### src/rtl/enable_pulse_gen_if.sv
// Handshake bundle between the step/run controller and the enable pulse generator.
interface enable_pulse_gen_if;
    logic run_mode;
    logic btn_step;
    logic enable;
    logic running;
    logic btn_level;

    modport master (
        output run_mode,
        output btn_step,
        input  enable,
        input  running,
        input  btn_level
    );

    modport slave (
        input  run_mode,
        input  btn_step,
        output enable,
        output running,
        output btn_level
    );
endinterface

### src/rtl/enable_pulse_gen.sv
// Enable pulse source for the up counter: prescaled free-run pulses in RUN,
// one pulse per debounced button press in STOP.
module enable_pulse_gen #(
    parameter int unsigned PRESCALE        = 4,
    parameter int unsigned DEBOUNCE_CYCLES = 3
) (
    input  logic                clk,
    input  logic                rst,
    enable_pulse_gen_if.slave   bus
);

    localparam int unsigned CNT_W = $clog2(DEBOUNCE_CYCLES + 1);
    localparam int unsigned PRE_W = (PRESCALE > 1) ? $clog2(PRESCALE) : 1;
    localparam logic [CNT_W-1:0] DB_LAST  = CNT_W'(DEBOUNCE_CYCLES - 1);
    localparam logic [PRE_W-1:0] PRE_LAST = PRE_W'(PRESCALE - 1);

    typedef enum logic [1:0] {
        STOP = 2'd0,
        STEP = 2'd1,
        RUN  = 2'd2
    } state_t;

    logic             s1;
    logic             s2;
    logic [CNT_W-1:0] db_cnt;
    logic             btn_level;
    logic             btn_level_d;
    logic [PRE_W-1:0] pre_cnt;
    logic             enable;
    logic             running;
    state_t           state;
    logic             press_c;

    assign press_c = btn_level & ~btn_level_d;

    // Synchronizer and debouncer: a new level is accepted only after
    // DEBOUNCE_CYCLES consecutive disagreeing synchronized samples.
    always_ff @(posedge clk) begin
        if (rst) begin
            s1          <= 1'b0;
            s2          <= 1'b0;
            db_cnt      <= '0;
            btn_level   <= 1'b0;
            btn_level_d <= 1'b0;
        end else begin
            s1          <= bus.btn_step;
            s2          <= s1;
            btn_level_d <= btn_level;
            if (s2 != btn_level) begin
                if (db_cnt == DB_LAST) begin
                    btn_level <= s2;
                    db_cnt    <= '0;
                end else begin
                    db_cnt <= db_cnt + CNT_W'(1);
                end
            end else begin
                db_cnt <= '0;
            end
        end
    end

    // Mode FSM with registered enable/running; run_mode beats a coincident press.
    always_ff @(posedge clk) begin
        if (rst) begin
            state   <= STOP;
            pre_cnt <= '0;
            enable  <= 1'b0;
            running <= 1'b0;
        end else begin
            enable <= 1'b0;
            case (state)
                STOP: begin
                    if (bus.run_mode) begin
                        state   <= RUN;
                        pre_cnt <= '0;
                        running <= 1'b1;
                    end else if (press_c) begin
                        state  <= STEP;
                        enable <= 1'b1;
                    end
                end
                STEP: begin
                    state <= STOP;
                end
                RUN: begin
                    if (!bus.run_mode) begin
                        state   <= STOP;
                        running <= 1'b0;
                    end else if (pre_cnt == PRE_LAST) begin
                        pre_cnt <= '0;
                        enable  <= 1'b1;
                    end else begin
                        pre_cnt <= pre_cnt + PRE_W'(1);
                    end
                end
                default: begin
                    state   <= STOP;
                    running <= 1'b0;
                end
            endcase
        end
    end

    assign bus.enable    = enable;
    assign bus.running   = running;
    assign bus.btn_level = btn_level;

endmodule

### src/flat_wrapper.sv
// flat-port wrapper written by rule: the top's interface ports become plain ports
module enable_pulse_gen_flat 
#(
    parameter int unsigned PRESCALE        = 4,
    parameter int unsigned DEBOUNCE_CYCLES = 3
)
  (clk, rst, bus_run_mode, bus_btn_step, bus_enable, bus_running, bus_btn_level);
  enable_pulse_gen_if bus_i ();
  input  logic clk;
  input  logic rst;
  input wire logic [$bits(bus_i.run_mode)-1:0] bus_run_mode;
  input wire logic [$bits(bus_i.btn_step)-1:0] bus_btn_step;
  output wire logic [$bits(bus_i.enable)-1:0] bus_enable;
  output wire logic [$bits(bus_i.running)-1:0] bus_running;
  output wire logic [$bits(bus_i.btn_level)-1:0] bus_btn_level;
  assign bus_i.run_mode = bus_run_mode;
  assign bus_i.btn_step = bus_btn_step;
  assign bus_enable = bus_i.enable;
  assign bus_running = bus_i.running;
  assign bus_btn_level = bus_i.btn_level;
  enable_pulse_gen #(.PRESCALE(PRESCALE), .DEBOUNCE_CYCLES(DEBOUNCE_CYCLES)) u_core (.clk(clk), .rst(rst), .bus(bus_i));
endmodule
### config.mk
export PLATFORM = sky130hd
export DESIGN_NAME = enable_pulse_gen_flat
export DESIGN_NICKNAME = d
export VERILOG_FILES = /design/src/rtl/enable_pulse_gen_if.sv /design/src/rtl/enable_pulse_gen.sv /design/src/flat_wrapper.sv
export SDC_FILE = /design/constraint.sdc
export NUM_CORES = 1
export LEC_CHECK = 0
export CAP_MARGIN = 15
export CORE_AREA = 2 2 39 41
export DETAILED_ROUTE_END_ITERATION = 16
export DIE_AREA = 0 0 41 43
export PLACE_DENSITY_LB_ADDON = 0.1
export SLEW_MARGIN = 40
export SYNTH_ARGS = -nofsm -noshare
export SYNTH_HDL_FRONTEND = slang
export SYNTH_SLANG_ARGS = --single-unit
export TNS_END_PERCENT = 1
### constraint.sdc
create_clock -name clk -period 1.45 [get_ports clk]
set_clock_uncertainty 0.15 [all_clocks]
set_input_delay 0.2175 -clock clk [delete_from_list [all_inputs] [get_ports clk]]
set_output_delay 0.2175 -clock clk [all_outputs]
set_load 0.01 [all_outputs]
==> results of run 1 <==
==> placed cells by master (no fill, tap or decap) <==
cell,instances
sky130_fd_sc_hd__or3_1,1
sky130_fd_sc_hd__xnor2_1,1
sky130_fd_sc_hd__mux2i_1,1
sky130_fd_sc_hd__a32oi_1,1
sky130_fd_sc_hd__dfxtp_1,11
sky130_fd_sc_hd__maj3_1,1
sky130_fd_sc_hd__dlygate4sd2_1,3
sky130_fd_sc_hd__nor2_1,5
sky130_fd_sc_hd__a21oi_2,1
sky130_fd_sc_hd__and3b_1,1
sky130_fd_sc_hd__a21oi_1,1
sky130_fd_sc_hd__nand2_1,2
sky130_fd_sc_hd__nor2b_1,3
sky130_fd_sc_hd__nand4b_1,1
sky130_fd_sc_hd__inv_1,2
sky130_fd_sc_hd__ha_1,2
sky130_fd_sc_hd__or4b_4,1
sky130_fd_sc_hd__nor3_1,2
sky130_fd_sc_hd__buf_4,4
sky130_fd_sc_hd__clkbuf_4,3
sky130_fd_sc_hd__nand2b_4,1
sky130_fd_sc_hd__clkdlybuf4s50_1,3
sky130_fd_sc_hd__dfxtp_2,1
==> cells by family (layout without fill, tap and decap cells) <==
family | Yosys count | count (layout) | share of synthesized area
XOR/XNOR | 1 | 1 | 0.0205
buffers and inverters | 3 | 15 | 0.0264
multiplexers | 1 | 1 | 0.0235
AO/OA/AOI/OAI | 3 | 3 | 0.0440
adder cells (fa/ha/maj) | 3 | 3 | 0.0821
AND/OR/NAND/NOR | 17 | 17 | 0.240
flip-flops | 12 | 12 | 0.563
==> worst max-delay path, stage by stage (launching register included) <==
cell	delay [ns]
sky130_fd_sc_hd__dfxtp_1	0.33
sky130_fd_sc_hd__ha_1	0.21
sky130_fd_sc_hd__or4b_4	0.52
sky130_fd_sc_hd__a21oi_2	0.12
==> area by class of cell <==
cell class	instances	area, sq um
inverters	2	7.51
fillers	146	823
well taps	16	20.0
repair buffers	10	86.3
clock buffers	3	22.5
multi-input cells	25	183
flip-flops and latches	12	241
==> sequential cells by signal (all words and copies together), names as in the netlist <==
signal                count
u_core.s2                 1
u_core.s1                 1
u_core.db_cnt             2
u_core.bus.btn_level      1
u_core.bus.running        1
u_core.btn_level_d        1
u_core.bus.enable         1
u_core.state              2
u_core.pre_cnt            2
==> power by group <==
part | internal, mW | switching (mW)
sequential | 0.338 | 0.00500
clock | 0.0961 | 0.0993
combinational | 0.0263 | 0.0172
total | 0.460 | 0.121
==> worst min-delay path by stage <==
stage | from | endpoint | slack, ns | depth (start not counted)
finish | u_core.db_cnt[0] | u_core.db_cnt[0] | 0.27 | 1
global placement | u_core.db_cnt[0] | u_core.db_cnt[0] | 0.25 | 1
detailed placement | u_core.db_cnt[0] | u_core.db_cnt[0] | 0.27 | 1
global route | u_core.db_cnt[0] | u_core.db_cnt[0] | 0.29 | 1
floorplan | bus_btn_step | u_core.s1 | 0.20 | 1
CTS | u_core.db_cnt[0] | u_core.db_cnt[0] | 0.28 | 1
==> per-stage QoR <==
| step | instances | hold WS, ns | worst slack (ns) | utilization |
|---|---|---|---|---|
| 6_report | 68 | 0.274 | 0.0625 | 0.405 |
| 5_1_grt | 68 | 0.293 | 0.0102 | 0.405 |
| 4_1_cts | 68 | 0.279 | 0.0655 | 0.400 |
| 3_5_place_dp | 65 | 0.270 | -0.191 | 0.385 |
| 3_3_place_gp | 65 | 0.248 | -0.148 | 0.385 |
| 2_1_floorplan | 40 | 0.196 | 0.142 | - |
==> layer usage <==
layer	GRT usage	vias up	share of wire
li1	-	161	-
met1	0.117	138	0.44
met2	0.131	8	0.45
met3	0.0942	4	0.082
met4	0.0400	0	0.018
met5	0	-	0
==> repair_timing <==
| item | CTS | global route |
|---|---|---|
| gates resized for setup | 4 | 2 |
| pin swaps | 0 | 0 |
| cloned | 0 | 0 |
| setup endpoints to repair | 3 | 1 |
| endpoints found under the hold margin | 0 | 0 |
| setup buffers | 0 | 0 |
==> summary.json, run 1 <==
{
  "tritoncts_buffer_count": {"value": 3},
  "grt_first_pass_wirelength": {"value": 1150, "unit": "microns"},
  "setup.worst_path.class": {"value": "reg2reg"},
  "cts_tree": {"value": "built"},
  "syn_area": {"value": 427, "unit": "sq um"},
  "edff_count_synth": {"value": 0},
  "insertedDiodeCount": {"value": 0},
  "synth_nets": {"value": 46},
  "most_common_cell_in_the_synthesized_netlist": {"value": "sky130_fd_sc_hd__dfxtp_1"},
  "critical_path.reg2reg.endpoint": {"value": "u_core.pre_cnt[0]"},
  "sequential_cell_area_fraction_in_the_yosys_report": {"value": 0.563},
  "critical_path_peak_fanout": {"value": 3},
  "min_path_type": {"value": "reg2reg"},
  "std_cell_rows": {"value": 14},
  "drc": {"value": 0},
  "place.detailed.hpwl": {"value": 499, "unit": "microns"},
  "max_clock_freq": {"value": 0.721, "unit": "GHz"},
  "floorplan.initialDensity": {"value": 0.308},
  "drtAntennaViolNets": {"value": 0},
  "clock_path_buffers": {"value": 2},
  "clkTransAtPathRegs": {"value": 0.07, "unit": "ns"},
  "clock_tree.htree_level_count": {"value": 1},
  "power": {"value": 582, "unit": "uW"},
  "route.final.wire_length": {"value": 684, "unit": "microns"},
  "totalNegativeSetupSlack": {"value": 0, "unit": "ns"},
  "die_height": {"value": 43, "unit": "microns"},
  "ys_top_cells_by_count": {"value": "12 x sky130_fd_sc_hd__dfxtp_1, 5 x sky130_fd_sc_hd__nor2_1, 3 x sky130_fd_sc_hd__nor2b_1"},
  "vias_per_cell": {"value": 4.57},
  "cp-start-kind": {"value": "register"},
  "cts.sink_count": {"value": 12},
  "fin_crit_sh": {"value": 0.957},
  "io_pins": {"value": 7},
  "max_slew.worst_pin.slew": {"value": 0.245, "unit": "ns"},
  "grt_start_max_net_pins": {"value": 7},
  "overflow": {"value": 0},
  "fp.dieArea": {"value": 1760, "unit": "sq um"},
  "synth-main-ff-cell": {"value": "sky130_fd_sc_hd__dfxtp_1"},
  "netlist_top_cells_area": {"value": "sky130_fd_sc_hd__dfxtp_1 56%, sky130_fd_sc_hd__ha_1 5.9%, sky130_fd_sc_hd__nor2_1 4.4%"},
  "critPathLaunch": {"value": "u_core.pre_cnt[0]"},
  "final_layout_size_suffix_gt1_frac": {"value": 0.212},
  "post-synth-top-area-fraction": {"value": 0.563},
  "reg2reg_from": {"value": "u_core.pre_cnt[0]"},
  "gp_congestion": {"value": 0.686},
  "setup_violations": {"value": 0},
  "status": {"value": "finished clean"},
  "layout_min_cycle_time": {"value": 1.39, "unit": "ns"},
  "max-slew-margin-rel": {"value": 0.836},
  "io_buf_count": {"value": 6},
  "post_synth_num_cell_types": {"value": 18},
  "total_leakage_power": {"value": 0.233, "unit": "nW"},
  "num_vias": {"value": 311},
  "wire_per_inst": {"value": 10.1, "unit": "microns"},
  "ir_worst_vdd": {"value": 406, "unit": "uV"},
  "rsz0062_at_grt": {"value": "false"},
  "cts-hold-fix-buffers": {"value": 0},
  "grt_antenna_before_repair": {"value": 0},
  "clock_tree.root_cell": {"value": "sky130_fd_sc_hd__clkbuf_4"},
  "final_max_slew_viol_count": {"value": 0},
  "chipWidth": {"value": 41, "unit": "microns"},
  "syn_avg_cell_area": {"value": 10.7, "unit": "sq um"},
  "timing.critical_path.to_type": {"value": "register"},
  "final_nets": {"value": 60},
  "globalRouteTotalUtil": {"value": 0.103},
  "detailed_place.area": {"value": 533, "unit": "sq um"},
  "synth.largest_area_cell": {"value": "sky130_fd_sc_hd__dfxtp_1"},
  "reg2reg_depth": {"value": 3},
  "timing_hold_violations_final": {"value": 0},
  "synthToLayoutAreaGrowth": {"value": 31.4, "unit": "%"},
  "maxCapViolations": {"value": 0},
  "grt_pass1_vias": {"value": 287},
  "data_arrival_time_of_the_worst_path": {"value": 1.45, "unit": "ns"},
  "synth_seq_cells": {"value": 12},
  "clock_insertion_delay_worst_skew": {"value": 0.27, "unit": "ns"},
  "post-route-cell-area": {"value": 561, "unit": "sq um"},
  "synthesis.yosys.warnings": {"value": 0},
  "postSynth.asyncResetShare": {"value": 0},
  "powerDensity": {"value": 1040, "unit": "nW/um^2"},
  "crit_path_end": {"value": "u_core.pre_cnt[0]"},
  "dr.first_iter.drc_count": {"value": 4},
  "dr.pass1.iters": {"value": 4},
  "worst-r2r-setup-slack": {"value": 0.06, "unit": "ns"},
  "synthesis.instances": {"value": 40},
  "core_region_area": {"value": 1380, "unit": "sq um"},
  "worst_ep_required_time": {"value": 1.51, "unit": "ns"}
}
Power figures use the tool's default switching activity.
==> run 2, diff against run 1 <==
- CTS_CLUSTER_DIAMETER: unset -> 150
==> results of run 2 <==
The final DEF is identical to that of run 1; final timing and power are the same.
==> run 3, diff against run 2 <==
- ABC_AREA: unset -> 1
- clock period: 1.45 -> 1.3 ns (I/O delays scaled with it)
==> run 3 against run 2 <==
Net effect:
- combinational power increased by 7.6%
- first-iteration DRC count unchanged
- register-to-register slack improved by 0.13 ns
- die area did not move
- setup slack gained 0.0015 ns
- non-clock buffer count fell by 2
- area after synthesis increased by 5.3%
- via count rose by 14%
- largest cell class unchanged
==> summary.json, run 3 <==
{
  "status": {"value": "finished clean"},
  "clock_insertion_delay_worst_skew": {"value": 0.27, "unit": "ns"},
  "gp_congestion": {"value": 0.671},
  "syn_area": {"value": 449, "unit": "sq um"},
  "cts-hold-fix-buffers": {"value": 0},
  "fin_util": {"value": 0.414},
  "grt_pass1_vias": {"value": 344},
  "worst_path_max_delay_cell": {"value": "sky130_fd_sc_hd__dfxtp_2"},
  "cts_tree": {"value": "built"},
  "post-synth-top-area-fraction": {"value": 0.535},
  "final_nets": {"value": 74},
  "ir_worst_vdd": {"value": 596, "unit": "uV"},
  "vias_per_cell": {"value": 4.29},
  "rsz0062_at_grt": {"value": "false"},
  "clkTransAtPathRegs": {"value": 0.07, "unit": "ns"},
  "clock_tree.htree_level_count": {"value": 1},
  "synth.largest_area_cell": {"value": "sky130_fd_sc_hd__dfxtp_1"},
  "timing.critical_path.to_type": {"value": "output port"},
  "edff_count_synth": {"value": 0},
  "std_cell_rows": {"value": 14},
  "synthToLayoutAreaGrowth": {"value": 27.6, "unit": "%"},
  "sequential_cell_area_fraction_in_the_yosys_report": {"value": 0.535},
  "fin_crit_sh": {"value": 0.951},
  "place.detailed.hpwl": {"value": 550, "unit": "microns"},
  "final_max_slew_viol_count": {"value": 0},
  "critical_path_peak_fanout": {"value": 4},
  "insertedDiodeCount": {"value": 0},
  "most_common_cell_in_the_synthesized_netlist": {"value": "sky130_fd_sc_hd__dfxtp_1"},
  "grt_start_max_net_pins": {"value": 8},
  "timing_hold_violations_final": {"value": 0},
  "max_clock_freq": {"value": 0.809, "unit": "GHz"},
  "tritoncts_buffer_count": {"value": 3},
  "globalRouteTotalUtil": {"value": 0.124},
  "postSynth.asyncResetShare": {"value": 0},
  "max-slew-margin-rel": {"value": 0.819},
  "maxCapViolations": {"value": 0},
  "cp_slowest_stage_delay": {"value": 0.35, "unit": "ns"},
  "mostFrequentLayoutCell": {"value": "sky130_fd_sc_hd__dfxtp_1"},
  "final_cell_mix": {"value": "11 x sky130_fd_sc_hd__dfxtp_1, 9 x sky130_fd_sc_hd__inv_1, 9 x sky130_fd_sc_hd__nor2_1"},
  "cp-start-kind": {"value": "register"},
  "worstPathBufferInverterCount": {"value": 1},
  "floorplan.initialDensity": {"value": 0.325},
  "fp.dieArea": {"value": 1760, "unit": "sq um"},
  "total_leakage_power": {"value": 0.261, "unit": "nW"},
  "io_buf_count": {"value": 6},
  "post_synth_num_cell_types": {"value": 14},
  "drc": {"value": 0},
  "synth_seq_cells": {"value": 12},
  "syn_avg_cell_area": {"value": 8.02, "unit": "sq um"},
  "crit_path_cell_trace": {"value": "dlygate4sd2_1"},
  "final_layout_size_suffix_gt1_frac": {"value": 0.179},
  "drtAntennaViolNets": {"value": 0},
  "synthesis.instances": {"value": 56},
  "worst_ep_required_time": {"value": 0.95, "unit": "ns"},
  "setup_violations": {"value": 0},
  "min_path_type": {"value": "reg2reg"},
  "num_vias": {"value": 356},
  "post_cts_setup_bufs": {"value": 0},
  "die_height": {"value": 43, "unit": "microns"},
  "synth-main-ff-cell": {"value": "sky130_fd_sc_hd__dfxtp_1"},
  "clock_path_buffers": {"value": 2},
  "totalNegativeSetupSlack": {"value": 0, "unit": "ns"},
  "cts.sink_count": {"value": 12},
  "data_arrival_time_of_the_worst_path": {"value": 0.89, "unit": "ns"},
  "dr.first_iter.drc_count": {"value": 4},
  "top_regs": {"value": "u_core.db_cnt x2, u_core.pre_cnt x2, u_core.state x2"},
  "route.final.wire_length": {"value": 714, "unit": "microns"},
  "chipWidth": {"value": 41, "unit": "microns"},
  "dp_cells": {"value": 79},
  "powerDensity": {"value": 1260, "unit": "nW/um^2"},
  "core_region_area": {"value": 1380, "unit": "sq um"},
  "dr.pass1.iters": {"value": 4},
  "max_slew.worst_pin.slew": {"value": 0.271, "unit": "ns"},
  "io_pins": {"value": 7},
  "clock_tree.root_cell": {"value": "sky130_fd_sc_hd__clkbuf_4"},
  "layout.cells.non_filler": {"value": 83},
  "wire_per_inst": {"value": 8.60, "unit": "microns"},
  "overflow": {"value": 0},
  "synth_nets": {"value": 62},
  "synthesis.yosys.warnings": {"value": 0},
  "grt_first_pass_wirelength": {"value": 1370, "unit": "microns"},
  "ys_top_cells_by_count": {"value": "12 x sky130_fd_sc_hd__dfxtp_1, 9 x sky130_fd_sc_hd__inv_1, 9 x sky130_fd_sc_hd__nor2_1"},
  "crit_family": {"value": "flip-flops"},
  "grt_antenna_before_repair": {"value": 0},
  "netlist_top_cells_area": {"value": "sky130_fd_sc_hd__dfxtp_1 53%, sky130_fd_sc_hd__inv_1 7.5%, sky130_fd_sc_hd__nor2_1 7.5%"},
  "setup.worst_path.class": {"value": "reg2out"},
  "layout_min_cycle_time": {"value": 1.24, "unit": "ns"}
}
-- run 3: timing repair --
action                     in CTS  in global routing
gates cloned                    0                  0
setup endpoints to repair       3                  1
resized for setup               3                  1
-- run 3: logic make-up (layout without fill, tap and decap cells) --
family | Yosys count | in the layout | share of synthesized area
compound gates | 7 | 7 | 0.0863
flops | 12 | 12 | 0.535
simple gates | 23 | 23 | 0.220
buf+inv | 12 | 23 | 0.103
fa+ha+maj | 2 | 2 | 0.0557
-- run 3: worst paths after layout --
path                            slack (ns)          endpoint            startpoint  cells after the start
worst max-delay path                  0.06     bus_btn_level  u_core.bus.btn_level                      1
worst min-delay path                  0.26         u_core.s2             u_core.s1                      2
worst max register to register        0.19  u_core.db_cnt[0]      u_core.db_cnt[0]                      5
worst min register to register        0.26         u_core.s2             u_core.s1                      2
-- run 3: area by class of cell --
type	count	area, sq um
Tap cell	16	20.0
Inverter	11	41.3
Multi-Input combinational cell	32	163
Timing Repair Buffer	8	71.3
Clock buffer	4	36.3
Sequential cell	12	241
Fill cell	142	811
-- run 3: metal layers --
| layer | vias up | track usage | wire length, microns |
|---|---|---|---|
| li1 | 194 | - | - |
| met3 | 4 | 0.0314 | 37 |
| met1 | 148 | 0.156 | 358 |
| met4 | 0 | 0.140 | 31 |
| met5 | - | 0 | 0 |
| met2 | 10 | 0.150 | 286 |
-- run 3: power breakdown --
group	switching [mW]	leakage, nW	total [mW]	internal [mW]
registers	0.00637	0.0984	0.384	0.378
clock network	0.120	0.0210	0.290	0.170
logic	0.0234	0.142	0.0467	0.0233
total	0.149	0.261	0.720	0.571
-- run 3: through the flow --
stage / hold WS, ns / setup slack, ns / total power [mW] / cell area [sq um]
finish: 0.260 / 0.0640 / 0.720 / 573
CTS: 0.264 / 0.00445 / 0.738 / 572
global placement: 0.253 / -0.0188 / 0.442 / 539
global route: 0.286 / 0.0115 / 0.766 / 573
floorplan: 0.152 / 0.283 / 0.418 / 449
detailed placement: 0.251 / -0.0174 / 0.442 / 539
